`src/rtl/mem_pkg.sv`:
```
// Shared definitions for the byte-serial memory port arbiter: transfer size
// encodings, controller state encodings, default I/O address mask and small
// helper functions used by the arbiter and its round-robin selector.
package mem_pkg;

    typedef enum logic [1:0] {
        SZ_BYTE     = 2'b00,
        SZ_HALF     = 2'b01,
        SZ_WORD     = 2'b10,
        SZ_WORD_ALT = 2'b11
    } size_e;

    typedef enum logic {
        ST_IDLE = 1'b0,
        ST_BUSY = 1'b1
    } state_e;

    localparam logic [31:0] IO_MASK_DEFAULT = 32'h0003_0000;

    // Number of bytes moved for a request size code (both 10 and 11 mean word).
    function automatic logic [2:0] size_bytes(input logic [1:0] size);
        logic [2:0] n;
        if (size == SZ_BYTE)
            n = 3'd1;
        else if (size == SZ_HALF)
            n = 3'd2;
        else
            n = 3'd4;
        return n;
    endfunction

    // Width of a port index; a single-port build still gets a one-bit index.
    function automatic int ptr_w(input int n);
        return (n > 1) ? $clog2(n) : 1;
    endfunction

endpackage

```
`src/rtl/mem_port_arbiter_rr.sv`:
```
// Purely combinational round-robin selector. The search starts at the port
// after ptr (the last granted port) and wraps; the first port that is both
// requesting and eligible receives a one-hot grant.
module rr_arbiter
    import mem_pkg::*;
#(
    parameter int NUM_PORTS = 2
)(
    input  logic [NUM_PORTS-1:0]        req,
    input  logic [NUM_PORTS-1:0]        elig,
    input  logic [ptr_w(NUM_PORTS)-1:0] ptr,
    output logic [NUM_PORTS-1:0]        grant
);

    localparam int PTR_W = ptr_w(NUM_PORTS);

    logic             found;
    logic [PTR_W-1:0] idx;

    // Walk the ports in rotated order and keep only the first hit.
    always_comb begin
        grant = '0;
        found = 1'b0;
        idx   = '0;
        for (int k = 1; k <= NUM_PORTS; k++) begin
            idx = PTR_W'((int'(ptr) + k) % NUM_PORTS);
            if (!found && req[idx] && elig[idx]) begin
                grant[idx] = 1'b1;
                found      = 1'b1;
            end
        end
    end

endmodule

```
`src/rtl/mem_port_arbiter.sv`:
```
// Multi-port arbiter in front of a byte-wide RAM bus. One request at a time
// is granted round-robin and then moved one byte per cycle (1, 2 or 4 bytes,
// little-endian). Loads assemble a zero-extended result; stores stream the
// data bytes. A one-cycle resp_done pulse marks completion, loads can be
// aborted by the owning port's flush, and rdy low freezes everything.
module mem_port_arbiter
    import mem_pkg::*;
#(
    parameter int          NUM_PORTS = 2,
    parameter int          ADDR_W    = 32,
    parameter logic [31:0] IO_MASK   = IO_MASK_DEFAULT
)(
    input  logic                        clk,
    input  logic                        rst,
    input  logic                        rdy,
    input  logic [NUM_PORTS-1:0]        req_valid,
    input  logic [NUM_PORTS-1:0]        req_wr,
    input  logic [2*NUM_PORTS-1:0]      req_size,
    input  logic [ADDR_W*NUM_PORTS-1:0] req_addr,
    input  logic [32*NUM_PORTS-1:0]     req_wdata,
    input  logic [NUM_PORTS-1:0]        req_flush,
    output logic [NUM_PORTS-1:0]        resp_done,
    output logic [31:0]                 resp_rdata,
    input  logic [7:0]                  mem_din,
    output logic [7:0]                  mem_dout,
    output logic [31:0]                 mem_a,
    output logic                        mem_wr,
    input  logic                        io_buffer_full
);

    localparam int PTR_W = ptr_w(NUM_PORTS);

    // Per-port views of the flattened request buses
    logic [31:0]          port_addr  [NUM_PORTS];
    logic [31:0]          port_wdata [NUM_PORTS];
    logic [1:0]           port_size  [NUM_PORTS];
    logic [NUM_PORTS-1:0] elig;

    // Arbitration results
    logic [NUM_PORTS-1:0] grant_vec;
    logic [PTR_W-1:0]     grant_idx;

    // Controller state and the latched copy of the granted request
    state_e           state;
    state_e           state_next;
    logic [2:0]       cnt;
    logic [2:0]       cnt_inc;
    logic [PTR_W-1:0] last_grant;
    logic [PTR_W-1:0] gport;
    logic             g_wr;
    logic [2:0]       g_n;
    logic [31:0]      g_addr;
    logic [31:0]      g_wdata;

    // Per-edge actions decided by the output logic
    logic do_grant;
    logic do_step;
    logic do_finish;
    logic do_abort;

    assign cnt_inc = cnt + 3'd1;

    // Split the flat buses per port and work out which ports may be granted.
    always_comb begin
        port_addr  = '{default: '0};
        port_wdata = '{default: '0};
        port_size  = '{default: '0};
        elig       = '0;
        for (int p = 0; p < NUM_PORTS; p++) begin
            port_addr[p]  = 32'(req_addr[p*ADDR_W +: ADDR_W]);
            port_wdata[p] = req_wdata[p*32 +: 32];
            port_size[p]  = req_size[p*2 +: 2];
            // A port whose completion is being signalled must not be re-granted
            // in the same cycle; I/O stores wait while the sink is full.
            elig[p] = !resp_done[p] &&
                      !(req_wr[p] && io_buffer_full &&
                        ((port_addr[p] & IO_MASK) == IO_MASK));
        end
    end

    rr_arbiter #(
        .NUM_PORTS (NUM_PORTS)
    ) u_rr (
        .req   (req_valid),
        .elig  (elig),
        .ptr   (last_grant),
        .grant (grant_vec)
    );

    // Convert the one-hot grant into a port index.
    always_comb begin
        grant_idx = '0;
        for (int p = 0; p < NUM_PORTS; p++) begin
            if (grant_vec[p])
                grant_idx = PTR_W'(p);
        end
    end

    // State register.
    always_ff @(posedge clk) begin
        if (rst)
            state <= ST_IDLE;
        else
            state <= state_next;
    end

    // Next-state logic; the action flags already include rdy.
    always_comb begin
        state_next = state;
        case (state)
            ST_IDLE: if (do_grant)              state_next = ST_BUSY;
            ST_BUSY: if (do_finish || do_abort) state_next = ST_IDLE;
            default:                            state_next = ST_IDLE;
        endcase
    end

    // Output logic: choose this edge's action. A flush only aborts a load.
    always_comb begin
        do_grant  = 1'b0;
        do_step   = 1'b0;
        do_finish = 1'b0;
        do_abort  = 1'b0;
        if (rdy) begin
            case (state)
                ST_IDLE: do_grant = |grant_vec;
                ST_BUSY: begin
                    if (!g_wr && req_flush[gport])
                        do_abort = 1'b1;
                    else if (cnt_inc == g_n)
                        do_finish = 1'b1;
                    else
                        do_step = 1'b1;
                end
                default: ;
            endcase
        end
    end

    // Bus, counter and result registers; nothing moves while rdy is low.
    always_ff @(posedge clk) begin
        if (rst) begin
            cnt        <= 3'd0;
            last_grant <= PTR_W'(NUM_PORTS - 1);
            gport      <= '0;
            g_wr       <= 1'b0;
            g_n        <= 3'd1;
            resp_done  <= '0;
            resp_rdata <= '0;
            mem_a      <= '0;
            mem_dout   <= '0;
            mem_wr     <= 1'b0;
        end else if (rdy) begin
            resp_done <= '0;
            if (do_grant) begin
                mem_a      <= port_addr[grant_idx];
                mem_wr     <= req_wr[grant_idx];
                mem_dout   <= port_wdata[grant_idx][7:0];
                cnt        <= 3'd0;
                last_grant <= grant_idx;
                gport      <= grant_idx;
                g_wr       <= req_wr[grant_idx];
                g_n        <= size_bytes(port_size[grant_idx]);
                g_addr     <= port_addr[grant_idx];
                g_wdata    <= port_wdata[grant_idx];
                resp_rdata <= '0;
            end
            // mem_din now holds the byte addressed during the previous cycle.
            if (do_step) begin
                cnt      <= cnt_inc;
                mem_a    <= g_addr + 32'(cnt_inc);
                mem_dout <= g_wdata[{cnt_inc[1:0], 3'b000} +: 8];
                if (!g_wr)
                    resp_rdata[{cnt[1:0], 3'b000} +: 8] <= mem_din;
            end
            if (do_finish) begin
                cnt              <= 3'd0;
                mem_wr           <= 1'b0;
                resp_done[gport] <= 1'b1;
                if (!g_wr)
                    resp_rdata[{cnt[1:0], 3'b000} +: 8] <= mem_din;
            end
            if (do_abort)
                cnt <= 3'd0;
        end
    end

endmodule
```
`config.mk`:
```
export PLATFORM = sky130hd
export DESIGN_NAME = mem_port_arbiter
export DESIGN_NICKNAME = d
export VERILOG_FILES = /design/src/rtl/mem_pkg.sv /design/src/rtl/mem_port_arbiter_rr.sv /design/src/rtl/mem_port_arbiter.sv
export SDC_FILE = /design/constraint.sdc
export NUM_CORES = 1
export LEC_CHECK = 0
export ABC_AREA = 0
export BUFFER_PORTS_ARGS = -buffer_cell sky130_fd_sc_hd__buf_2
export CAP_MARGIN = 20
export CORE_MARGIN = 5
export CORE_UTILIZATION = 55
export DETAILED_ROUTE_END_ITERATION = 10
export GPL_ROUTABILITY_DRIVEN = 0
export GPL_TIMING_DRIVEN = 0
export PLACE_DENSITY_LB_ADDON = 0.15
export SYNTH_ARGS = -nofsm -noshare
export SYNTH_HDL_FRONTEND = slang
export SYNTH_SLANG_ARGS = --single-unit
```
`constraint.sdc`:
```
create_clock -name clk -period 6.4 [get_ports clk]
set_input_delay 1.28 -clock clk [delete_from_list [all_inputs] [get_ports clk]]
set_output_delay 1.28 -clock clk [all_outputs]
set_load 0.02 [all_outputs]
```
==> qor.yml, run 1 <==
synthesis:
  ys_seq_area_share_pct: 50.69
  syn_area_sq_um: 7148
  synth.avg_cell_area_sq_um: 11.29
  post_synth_main_area_contributors: "edfxtp_1 27%, dfxtp_1 24%, mux2_2 10%"
  synth_top_area_share_pct: 26.89
  async_flop_share_pct: 0
  yosys.area.top_type: "edfxtp_1"
  synth_seq_cells: 149
  syn_nets: 792
  synth_edf_count: 64
  yosysWarnings: 0
  synth_flop_cell: "dfxtp_1"
  synth.distinct_cells: 59
  synthCells: 633
global_routing:
  grt_max_degree: 47
  grt_pass1_wl_um: 30850
  antenna_found_initial: 0
  grt_remaining_overflow: 0
  grt_pass1_vias: 6039
  grtUsageTotal_pct: 26.47
cells_and_area:
  final_common_cell: "buf_2"
  mostFrequentLayoutCells: "245 x buf_2, 85 x dfxtp_1, 64 x mux2_2, 64 x edfxtp_1, 61 x a22oi_1"
  area_growth_pct: 26.66
  diodes: 0
  finalNonFillerCells: 1062
  final_net_count: 1036
  drive_above_1_share_pct: 41.80
timing:
  max_freq_ghz: 0.3007
  slew_violations: 0
  finalSetupViolCount: 0
  setup_ws_ns: 3.074
  rsz0062_at_grt: "no"
  hold_ws_ns: 0.4510
  tightest_slew_ns: 0.8738
  tns_ns: 0
  slew_headroom_pct: 41.31
  timing.final.crit_share_pct: 51.97
  fin_skew_ns: 0.006746
  hold_viol: 0
  min_period_ns: 3.326
run_status:
  status: "finished clean"
job:
  cap_violations: 0
clocking:
  cts_tree: "built"
  cts_buffer_depth: 2
  ctsHtreeMaxLevel: 4
  cts_setup_buffers: 0
  ctsResizeCount: 0
  clk_pin_slew_ns: 0.06
  ctsRootBufferMaster: "clkbuf_16"
  cts_inserted_buffers: 17
  clk_latency_ns: 0.42
  cts_hold_buf: 0
  clock_sinks: 149
worst_setup_path:
  worstSetupPathType: "flip-flop to flip-flop"
  reg2reg_slack_ns: 3.07
  slowest_delay_ns: 0.47
  crit_path_end: "mem_a[28]"
  crit_required_ns: 6.70
  timing.rr.end: "mem_a[28]"
  end_kind: "flip-flop"
  crit_slowest_cell: "ha_1"
  reg2reg_depth: 11
  path_common_cell: "buf_2"
  crit_chain: "buf_2, inv_1, ha_1, fa_1, a21o_1, and3_1, and2_1, buf_2, nand4_1, xor2_1, o211ai_2"
  r2r_start: "cnt[0]"
  path_max_fanout: 10
  startpoint_type: "flip-flop"
  startpoint: "cnt[0]"
  cp.arrival_ns: 3.63
power:
  p_clk_share_pct: 39.6
  peakVddDrop_v: 0.0001703
  p_total_uw: 2339
  p_switching_uw: 642.1
  sw_frac_of_total_pct: 27.46
  p_leak_uw: 0.003655
  pwr_density_cell_nw_per_um2: 258.3
  comb_power_share_pct: 14.3
  seqPwrFrac_pct: 46.0
  p_int_uw: 1697
drt:
  detail_route.iter0.violations: 539
  via_per_inst: 5.867
  firstDrtPassIters: 5
  drc_errors: 0
  post_drt_wl_per_cell_um: 19.44
  ant_nets: 0
  drt-total-wl_um: 20650
  num_vias: 6231
placed_design:
  dp_hpwl_um: 15120
  place_ws_ns: 2.758
  dp.cells: 1030
  portBuffers: 224
die:
  core_area_sq_um: 12670
  die_x_um: 124
  io-pin-count: 225
  start_util_pct: 56.41
  die_y_um: 124
  rows: 41
  dieArea_sq_um: 15380
worst_hold_path:
  min_from: "mem_dout[4]"
  min_path_type: "flip-flop to flip-flop"
-- worst max-delay path: cells and delay by family, from the launching register on --
| kind | cells | cell delay, ns |
|---|---|---|
| and+or+nand+nor | 3 | 0.53 |
| AOI/OAI and AO/OA | 2 | 0.32 |
| xor gates and xnor gates | 1 | 0.19 |
| adders and majority gates | 2 | 0.94 |
| DFF | 1 | 0.44 |
| buffers and inverters | 3 | 0.78 |
-- cell usage after synthesis (7+ instances only) --
cell type	number
dfxtp_1	85
edfxtp_1	64
mux2_2	64
a22oi_1	61
nand2_1	55
nor2_1	47
a21oi_1	31
buf_2	21
xor2_1	20
clkbuf_1	14
nand3_1	14
xnor2_1	13
o21ai_1	12
nand4_1	11
nand4b_1	11
o211ai_1	9
ha_1	8
mux4_2	8
and4_1	7
nor3_1	7
-- per-layer routing --
metal	global-route usage, %	vias to the layer above	share of wire, %
li1	-	2879	-
met2	43.46	331	48
met4	9.240	0	2.0
met1	34.56	2981	40
met3	6.040	40	9.2
met5	0	-	0
-- layout make-up --
| cell class | instances | area, sq um |
|---|---|---|
| Sequential cell | 149 | 3623 |
| Fill cell | 948 | 3617 |
| Multi-Input combinational cell | 437 | 3303 |
| Timing Repair Buffer | 225 | 1141 |
| Clock buffer | 17 | 425.4 |
| Tap cell | 172 | 215.2 |
| Buffer | 40 | 198.9 |
| Clock inverter | 15 | 120.1 |
| Inverter | 7 | 26.28 |
-- worst min-delay path by stage --
stage               cells past startpoint  slack (ns)          end
finish                                  2        0.45  mem_dout[4]
CTS                                     2        0.45  mem_dout[4]
global route                            2        0.47  mem_dout[4]
detailed placement                      2        0.43     mem_a[2]
floorplan                               2        0.45       g_n[1]
global placement                        2        0.44  mem_dout[3]
-- state kept, by name, indices dropped and copies added (netlist names) --
name	cells
cnt	3
g_addr	32
g_n	3
g_wdata	32
g_wr	1
gport	1
last_grant	1
mem_a	32
mem_dout	8
mem_wr	1
resp_done	2
resp_rdata	32
state	1
-- cell families after synthesis --
| logic type | synth area share (%) |
|---|---|
| multiplexers | 13.16 |
| flip-flops | 50.69 |
| adder cells (fa/ha/maj) | 1.680 |
| buffers and inverters | 3.098 |
| AND/OR/NAND/NOR | 13.41 |
| XOR/XNOR | 4.358 |
| AO/OA/AOI/OAI | 13.60 |
-- metrics by stage --
| step | utilization, % | instance area (sq um) |
|---|---|---|
| floorplan | - | 7148 |
| global placement | 66.96 | 8484 |
| detailed placement | 67.15 | 8508 |
| CTS | 71.45 | 9054 |
| global route | 71.45 | 9054 |
| finish | 71.45 | 9054 |
-- power by group through the flow --
stage               Combinational [uW]  Clock, uW  Sequential, uW
floorplan                          174          0            1120
global placement                   323          0            1100
detailed placement                 333          0            1100
CTS                                336        936            1080
global route                       361        976            1080
finish                             335        927            1080
Note: power is estimated with default switching activity, not from simulation.
==> run 2, diff against run 1 <==
--- a/config.mk
+++ b/config.mk
@@ -5,11 +5,11 @@
 export SDC_FILE = /design/constraint.sdc
 export NUM_CORES = 1
 export LEC_CHECK = 0
-export ABC_AREA = 0
+export ABC_AREA = 1
 export BUFFER_PORTS_ARGS = -buffer_cell sky130_fd_sc_hd__buf_2
 export CAP_MARGIN = 20
 export CORE_MARGIN = 5
-export CORE_UTILIZATION = 55
+export CORE_UTILIZATION = 53
 export DETAILED_ROUTE_END_ITERATION = 10
 export GPL_ROUTABILITY_DRIVEN = 0
 export GPL_TIMING_DRIVEN = 0
==> constraint.sdc (replaced) <==
create_clock -name clk -period 3.4 [get_ports clk]
set_input_delay 0.68 -clock clk [delete_from_list [all_inputs] [get_ports clk]]
set_output_delay 0.68 -clock clk [all_outputs]
set_load 0.02 [all_outputs]
==> qor.yml, run 2 <==
clocking:
  cts_buffer_depth: 2  # unchanged
  cts_tree: "built"
  cts_hold_buf: 0  # unchanged
  cts_inserted_buffers: 17  # unchanged
  ctsHtreeMaxLevel: 4  # unchanged
  clk_pin_slew_ns: 0.07  # about the same
  ctsResizeCount: 0  # unchanged
  clk_latency_ns: 0.43  # about the same
  ctsRootBufferMaster: "clkbuf_16"
  cts_setup_buffers: 0  # unchanged
  clock_sinks: 149  # unchanged
synthesis:
  synth_seq_cells: 149  # unchanged
  synth_edf_count: 64  # unchanged
  synth.avg_cell_area_sq_um: 7.012  # -38%
  syn_area_sq_um: 7959  # +11%
  synth.distinct_cells: 36  # -39%
  synth-simple-area-share_pct: 37.60  # +24 points
  async_flop_share_pct: 0  # unchanged
  yosys.area_share.xor_xnor_pct: 0.9904  # -3.4 points
  synthMuxAreaShare_pct: 0  # -13 points
  synth.most_common_cell: "nand2_1"
  ys_seq_area_share_pct: 45.53  # -5.2 points
  syn_nets: 1294  # +63%
  synth_flop_cell: "dfxtp_1"
  yosysWarnings: 0  # unchanged
  synth_top_area_share_pct: 24.15  # -2.7 points
  synthAdderAreaFrac_pct: 1.509  # -0.17 points
  synth_top_family_by_area: "simple AND/OR/NAND/NOR gates"
  synthCells: 1135  # +79%
  post_synth_main_area_contributors: "edfxtp_1 24%, nand2_1 24%, dfxtp_1 21%"
  yosys.area.top_type: "edfxtp_1"
  synth_common_cells: "508 x nand2_1, 104 x nor2_1, 85 x dfxtp_1"
  synth_compound_area_share_pct: 7.027  # -6.6 points
die:
  dieArea_sq_um: 17570  # +14%
  core_area_sq_um: 14640  # +16%
  die_y_um: 132.5  # +6.9%
  die_x_um: 132.5  # +6.9%
  start_util_pct: 54.35  # -2.1 points
  io-pin-count: 225  # unchanged
  rows: 44  # +7.3%
worst_setup_path:
  slowest_delay_ns: 0.46  # about the same
  path_buf_inv: 4  # +1
  crit_required_ns: 3.72  # -2.98 ns
  reg2reg_slack_ns: 0.27  # -2.80 ns
  path_common_cell: "nand2_1"
  crit_slowest_cell: "fa_1"
  path_max_fanout: 12  # +2
  r2r_start: "cnt[0]"
  reg2reg_depth: 15  # +4
  startpoint_type: "flip-flop"
  crit_chain: "buf_4, inv_2, buf_2, buf_2, ha_1, fa_1, nand2_1, nand2_1, nand3_1, nor2_1, or2_2, nand3_1, nand2_1, nand2_1, nand2_1"
  worstSetupPathType: "flip-flop to flip-flop"
  end_kind: "flip-flop"
  critPathTopFamily: "simple AND/OR/NAND/NOR gates"
  crit_cells: 15  # +4
  cp.arrival_ns: 3.45  # -0.18 ns
  startpoint: "cnt[0]"
global_routing:
  grt_max_degree: 36  # -23%
  met3_usage_pct: 6.568  # +0.53 points
  antenna_found_initial: 0  # unchanged
  use_met2_pct: 46.85  # +3.4 points
  grt.busiest_layer: "met2"
  grtUsageMet1_pct: 31.43  # -3.1 points
  grt_remaining_overflow: 0  # unchanged
  grtUsageTotal_pct: 27.04  # +0.57 points
  grt_pass1_wl_um: 37850  # +23%
  grt_pass1_vias: 7726  # +28%
drt:
  via_per_inst: 5.153  # -12%
  num_vias: 8116  # +30%
  post_drt_wl_per_cell_um: 15.16  # -22%
  drt-total-wl_um: 23880  # +16%
  ant_nets: 0  # unchanged
  drc_errors: 0  # unchanged
  firstDrtPassIters: 5  # unchanged
  detail_route.iter0.violations: 600  # +11%
cells_and_area:
  final_common_cell: "nand2_1"
  diodes: 0  # unchanged
  finalNonFillerCells: 1575  # +48%
  area_growth_pct: 24.65
  final_net_count: 1537  # +48%
  fin_util_pct: 67.75  # -3.7 points
  drive_above_1_share_pct: 22.65  # -19 points
  mostFrequentLayoutCells: "508 x nand2_1, 247 x buf_2, 103 x nor2_1"
timing:
  fin_skew_ns: 0.01142  # +0.004670 ns
  min_period_ns: 3.129  # -0.1973 ns
  rsz0062_at_grt: "no"
  tightest_slew_ns: 0.9742  # +0.1004 ns
  hold_viol: 0  # unchanged
  slew_headroom_pct: 34.90  # -6.4 points
  max_freq_ghz: 0.3196  # +6.3%
  timing.final.crit_share_pct: 92.02  # +40 points
  setup_ws_ns: 0.2713  # -2.803 ns
  slew_violations: 0  # unchanged
  finalSetupViolCount: 0  # unchanged
placed_design:
  dp.cells: 1543  # +50%
  portBuffers: 223  # -0.45%
  place_ws_ns: 0.3252  # -2.433 ns
  dp_hpwl_um: 18140  # +20%
power:
  p_leak_uw: 0.004979  # +36%
  peakVddDrop_v: 0.0003750  # +120%
  p_total_uw: 4637  # +98%
  pwr_density_cell_nw_per_um2: 467.4  # +81%
worst_hold_path:
  min_from: "resp_rdata[8]"
  min_path_cells: 2  # unchanged
  min_path_type: "flip-flop to flip-flop"
run_status:
  status: "finished clean"
job:
  cap_violations: 0  # unchanged
## run 2: cell types whose count changed in the layout (fill, tap and decap cells not counted), moves of 56 or more
| cell | change |
|---|---|
| a22oi_1 | -61 |
| mux2_2 | -64 |
| inv_1 | +70 |
| nand3_1 | +62 |
| nand2_1 | +453 |
| nor2_1 | +56 |
## run 2: logic make-up (layout without fill, tap and decap cells)
family                   Yosys count  count (layout)
AO/OA/AOI/OAI                    107             107
XOR/XNOR                           9               9
adder cells (fa/ha/maj)            9               9
buffers and inverters            132             388
flip-flops                       149             149
AND/OR/NAND/NOR                  729             729
## run 2: final cells by class
class	count	area [sq um]
Sequential cell	149	3623
Inverter	85	321.6
Tap cell	184	230.2
Timing Repair Buffer	224	1136
Multi-Input combinational cell	854	3759
Clock buffer	19	454.2
Buffer	47	262.8
Fill cell	1294	4723
Clock inverter	13	133.9
## run 2: worst paths after layout
check / endpoint
worst max-delay path: mem_a[10]
worst min-delay path: resp_rdata[8]
worst max register to register: mem_a[10]
worst min register to register: resp_rdata[8]
## run 2: through the flow
step / hold slack, ns / area, sq um / setup TNS, ns
finish: 0.4570 / 9921 / 0
global route: 0.4814 / 9921 / 0
CTS: 0.4616 / 9921 / 0
detailed placement: 0.4512 / 9333 / 0
global placement: 0.4455 / 9313 / -1.502
floorplan: 0.4576 / 7966 / 0
## run 2: per-layer routing
layer | vias up | routed length [um]
met4 | 0 | 925
li1 | 4115 | -
met1 | 3630 | 9333
met5 | - | 0
met2 | 312 | 11850
met3 | 59 | 1774
## run 2: worst register-to-register path: stages, from the launching register on
cell,delay (ns)
dfxtp_1,0.40
buf_4,0.22
inv_2,0.05
buf_2,0.17
buf_2,0.23
ha_1,0.40
fa_1,0.46
nand2_1,0.09
nand2_1,0.07
nand3_1,0.18
nor2_1,0.18
or2_2,0.30
nand3_1,0.12
nand2_1,0.07
nand2_1,0.05
nand2_1,0.05
## run 2: where the power goes
| part | leakage [uW] | switching (uW) | total [uW] | internal (uW) |
|---|---|---|---|---|
| sequential | 0.00128 | 51.6 | 2030 | 1970 |
| clock | 0.000293 | 806 | 1880 | 1080 |
| combinational | 0.00340 | 472 | 727 | 255 |
| total | 0.00498 | 1330 | 4640 | 3310 |
==> run 3, diff against run 2 <==
--- a/config.mk
+++ b/config.mk
@@ -14,6 +14,7 @@
 export GPL_ROUTABILITY_DRIVEN = 0
 export GPL_TIMING_DRIVEN = 0
 export PLACE_DENSITY_LB_ADDON = 0.15
+export RECOVER_POWER = 50
 export SYNTH_ARGS = -nofsm -noshare
 export SYNTH_HDL_FRONTEND = slang
 export SYNTH_SLANG_ARGS = --single-unit
==> qor.yml, run 3 (synthesized netlist as in run 2, its figures left out) <==
run_status:
  status: "finished clean"
clocking:
  ctsRootBufferMaster: "clkbuf_16"
  ctsResizeCount: 0  # unchanged
  clk_latency_ns: 0.43  # about the same
  ctsHtreeMaxLevel: 4  # unchanged
  clk_pin_slew_ns: 0.07  # about the same
  clock_sinks: 149  # unchanged
  cts_inserted_buffers: 17  # unchanged
  cts_tree: "built"
  cts_setup_buffers: 0  # unchanged
  cts_hold_buf: 0  # unchanged
  cts_buffer_depth: 2  # unchanged
die:
  start_util_pct: 54.35  # unchanged
  io-pin-count: 225  # unchanged
  die_x_um: 132.5  # unchanged
  die_y_um: 132.5  # unchanged
  core_area_sq_um: 14640  # unchanged
  rows: 44  # unchanged
  dieArea_sq_um: 17570  # unchanged
global_routing:
  grtUsageTotal_pct: 27.04  # unchanged
  grtUsageMet1_pct: 31.43  # unchanged
  grt.busiest_layer: "met2"
  use_met2_pct: 46.85  # unchanged
  grt_pass1_wl_um: 37850  # unchanged
  antenna_found_initial: 0  # unchanged
  grt_remaining_overflow: 0  # unchanged
  grt_max_degree: 36  # unchanged
  grt_pass1_vias: 7726  # unchanged
  met3_usage_pct: 6.568  # unchanged
worst_hold_path:
  min_from: "resp_rdata[8]"
  min_path_type: "flip-flop to flip-flop"
  min_path_cells: 2  # unchanged
  hold_end: "resp_rdata[8]"
cells_and_area:
  drive_above_1_share_pct: 16.18  # -6.5 points
  mostFrequentLayoutCells: "509 x nand2_1, 165 x buf_2, 103 x nor2_1"
  final_cell_area_sq_um: 9784  # -1.4%
  diodes: 0  # unchanged
  final_net_count: 1537  # unchanged
  final_common_cell: "nand2_1"
  area_growth_pct: 22.94
  finalNonFillerCells: 1575  # unchanged
worst_setup_path:
  r2r_start: "cnt[0]"
  path_max_fanout: 12  # unchanged
  slowest_delay_ns: 0.46  # about the same
  crit_required_ns: 3.72  # about the same
  worstSetupPathType: "flip-flop to flip-flop"
  reg2reg_depth: 15  # unchanged
  cp.arrival_ns: 3.45  # about the same
  timing.rr.end: "mem_a[10]"
  startpoint_type: "flip-flop"
  path_common_cell: "nand2_1"
  end_kind: "flip-flop"
  reg2reg_slack_ns: 0.27  # about the same
  crit_slowest_cell: "fa_1"
  crit_chain: "buf_4, inv_2, buf_2, buf_2, ha_1, fa_1, nand2_1, nand2_1, nand3_1, nor2_1, or2_2, nand3_1, nand2_1, nand2_1, nand2_1"
timing:
  fin_skew_ns: 0.009059  # -0.002357 ns
  tightest_slew_ns: 0.9772  # +0.003011 ns
  hold_viol: 0  # unchanged
  slew_headroom_pct: 34.70  # -0.20 points
  finalSetupViolCount: 0  # unchanged
  min_period_ns: 3.126  # -0.003150 ns
  slew_violations: 0  # unchanged
  rsz0062_at_grt: "no"
  max_freq_ghz: 0.3199  # +0.10%
  timing.final.crit_share_pct: 91.93  # -0.093 points
placed_design:
  dp_hpwl_um: 18140  # unchanged
  place_area_sq_um: 9333  # unchanged
  portBuffers: 223  # unchanged
  dp.cells: 1543  # unchanged
drt:
  firstDrtPassIters: 6  # +1
  num_vias: 8143  # +0.33%
  post_drt_wl_per_cell_um: 15.22  # +0.39%
  drt-total-wl_um: 23980  # +0.39%
  drc_errors: 0  # unchanged
  detail_route.iter0.violations: 568  # -5.3%
  via_per_inst: 5.170  # +0.33%
  ant_nets: 0  # unchanged
power:
  peakVddDrop_v: 0.0003785  # +0.94%
  p_leak_uw: 0.004627  # -7.1%
  pwr_density_cell_nw_per_um2: 471.4  # +0.87%
job:
  cap_violations: 0  # unchanged
run 3: cell count changes in the layout (fill, tap and decap cells not counted):
cell      change
o21ai_0       +2
inv_2         -2
nand2_4       -1
o21ai_2       -1
inv_1         +2
nand2_1       +1
buf_4         -2
buf_2        -82
o21ai_1       -1
buf_6         -2
clkbuf_1     +86
run 3: report_power, final:
| group | switching (uW) | total [uW] | leakage [uW] | internal, uW |
|---|---|---|---|---|
| registers | 53.0 | 2030 | 0.00128 | 1970 |
| clock network | 802 | 1880 | 0.000293 | 1080 |
| logic | 471 | 706 | 0.00305 | 235 |
| total | 1330 | 4610 | 0.00463 | 3290 |
run 3: worst max-delay path, delay by kind of cell (launching register included):
kind / cells / cell delay, ns
fa+ha+maj: 2 / 0.86
buf+inv: 4 / 0.67
simple gates: 9 / 1.10
flops: 1 / 0.40
run 3: area by class of cell:
cell class / count / area (sq um)
inverter: 85 / 321.6
clock buffer: 19 / 454.2
sequential: 149 / 3623
timing repair buffer: 224 / 1041
buffer: 47 / 232.7
tap: 184 / 230.2
clock inverter: 13 / 133.9
multi-input combinational: 854 / 3747
fill: 1352 / 4860
run 3: worst max-delay path by stage:
stage / cells past startpoint / startpoint / to
finish: 15 / cnt[0] / mem_a[10]
global route: 14 / cnt[0] / mem_a[18]
CTS: 15 / cnt[0] / mem_a[10]
detailed placement: 15 / cnt[0] / mem_a[10]
global placement: 8 / req_valid[0] / g_wdata[17]
floorplan: 7 / req_valid[0] / g_addr[0]
run 3: metal layers:
metal | up-vias | wire (um)
met2 | 316 | 11880
met1 | 3656 | 9343
met3 | 62 | 1790
li1 | 4109 | -
met5 | - | 0
met4 | 0 | 966
run 3: through the flow:
stage	power, uW	util [%]	hold WS (ns)	TNS [ns]	setup slack (ns)
CTS	4655	67.75	0.4616	0	0.3090
finish	4613	66.81	0.4598	0	0.2744
global route	4807	66.81	0.4842	0	0.08312
floorplan	2502	-	0.4576	0	0.6452
detailed placement	2788	63.73	0.4512	0	0.3252
global placement	2775	63.59	0.4455	-1.502	-0.02766
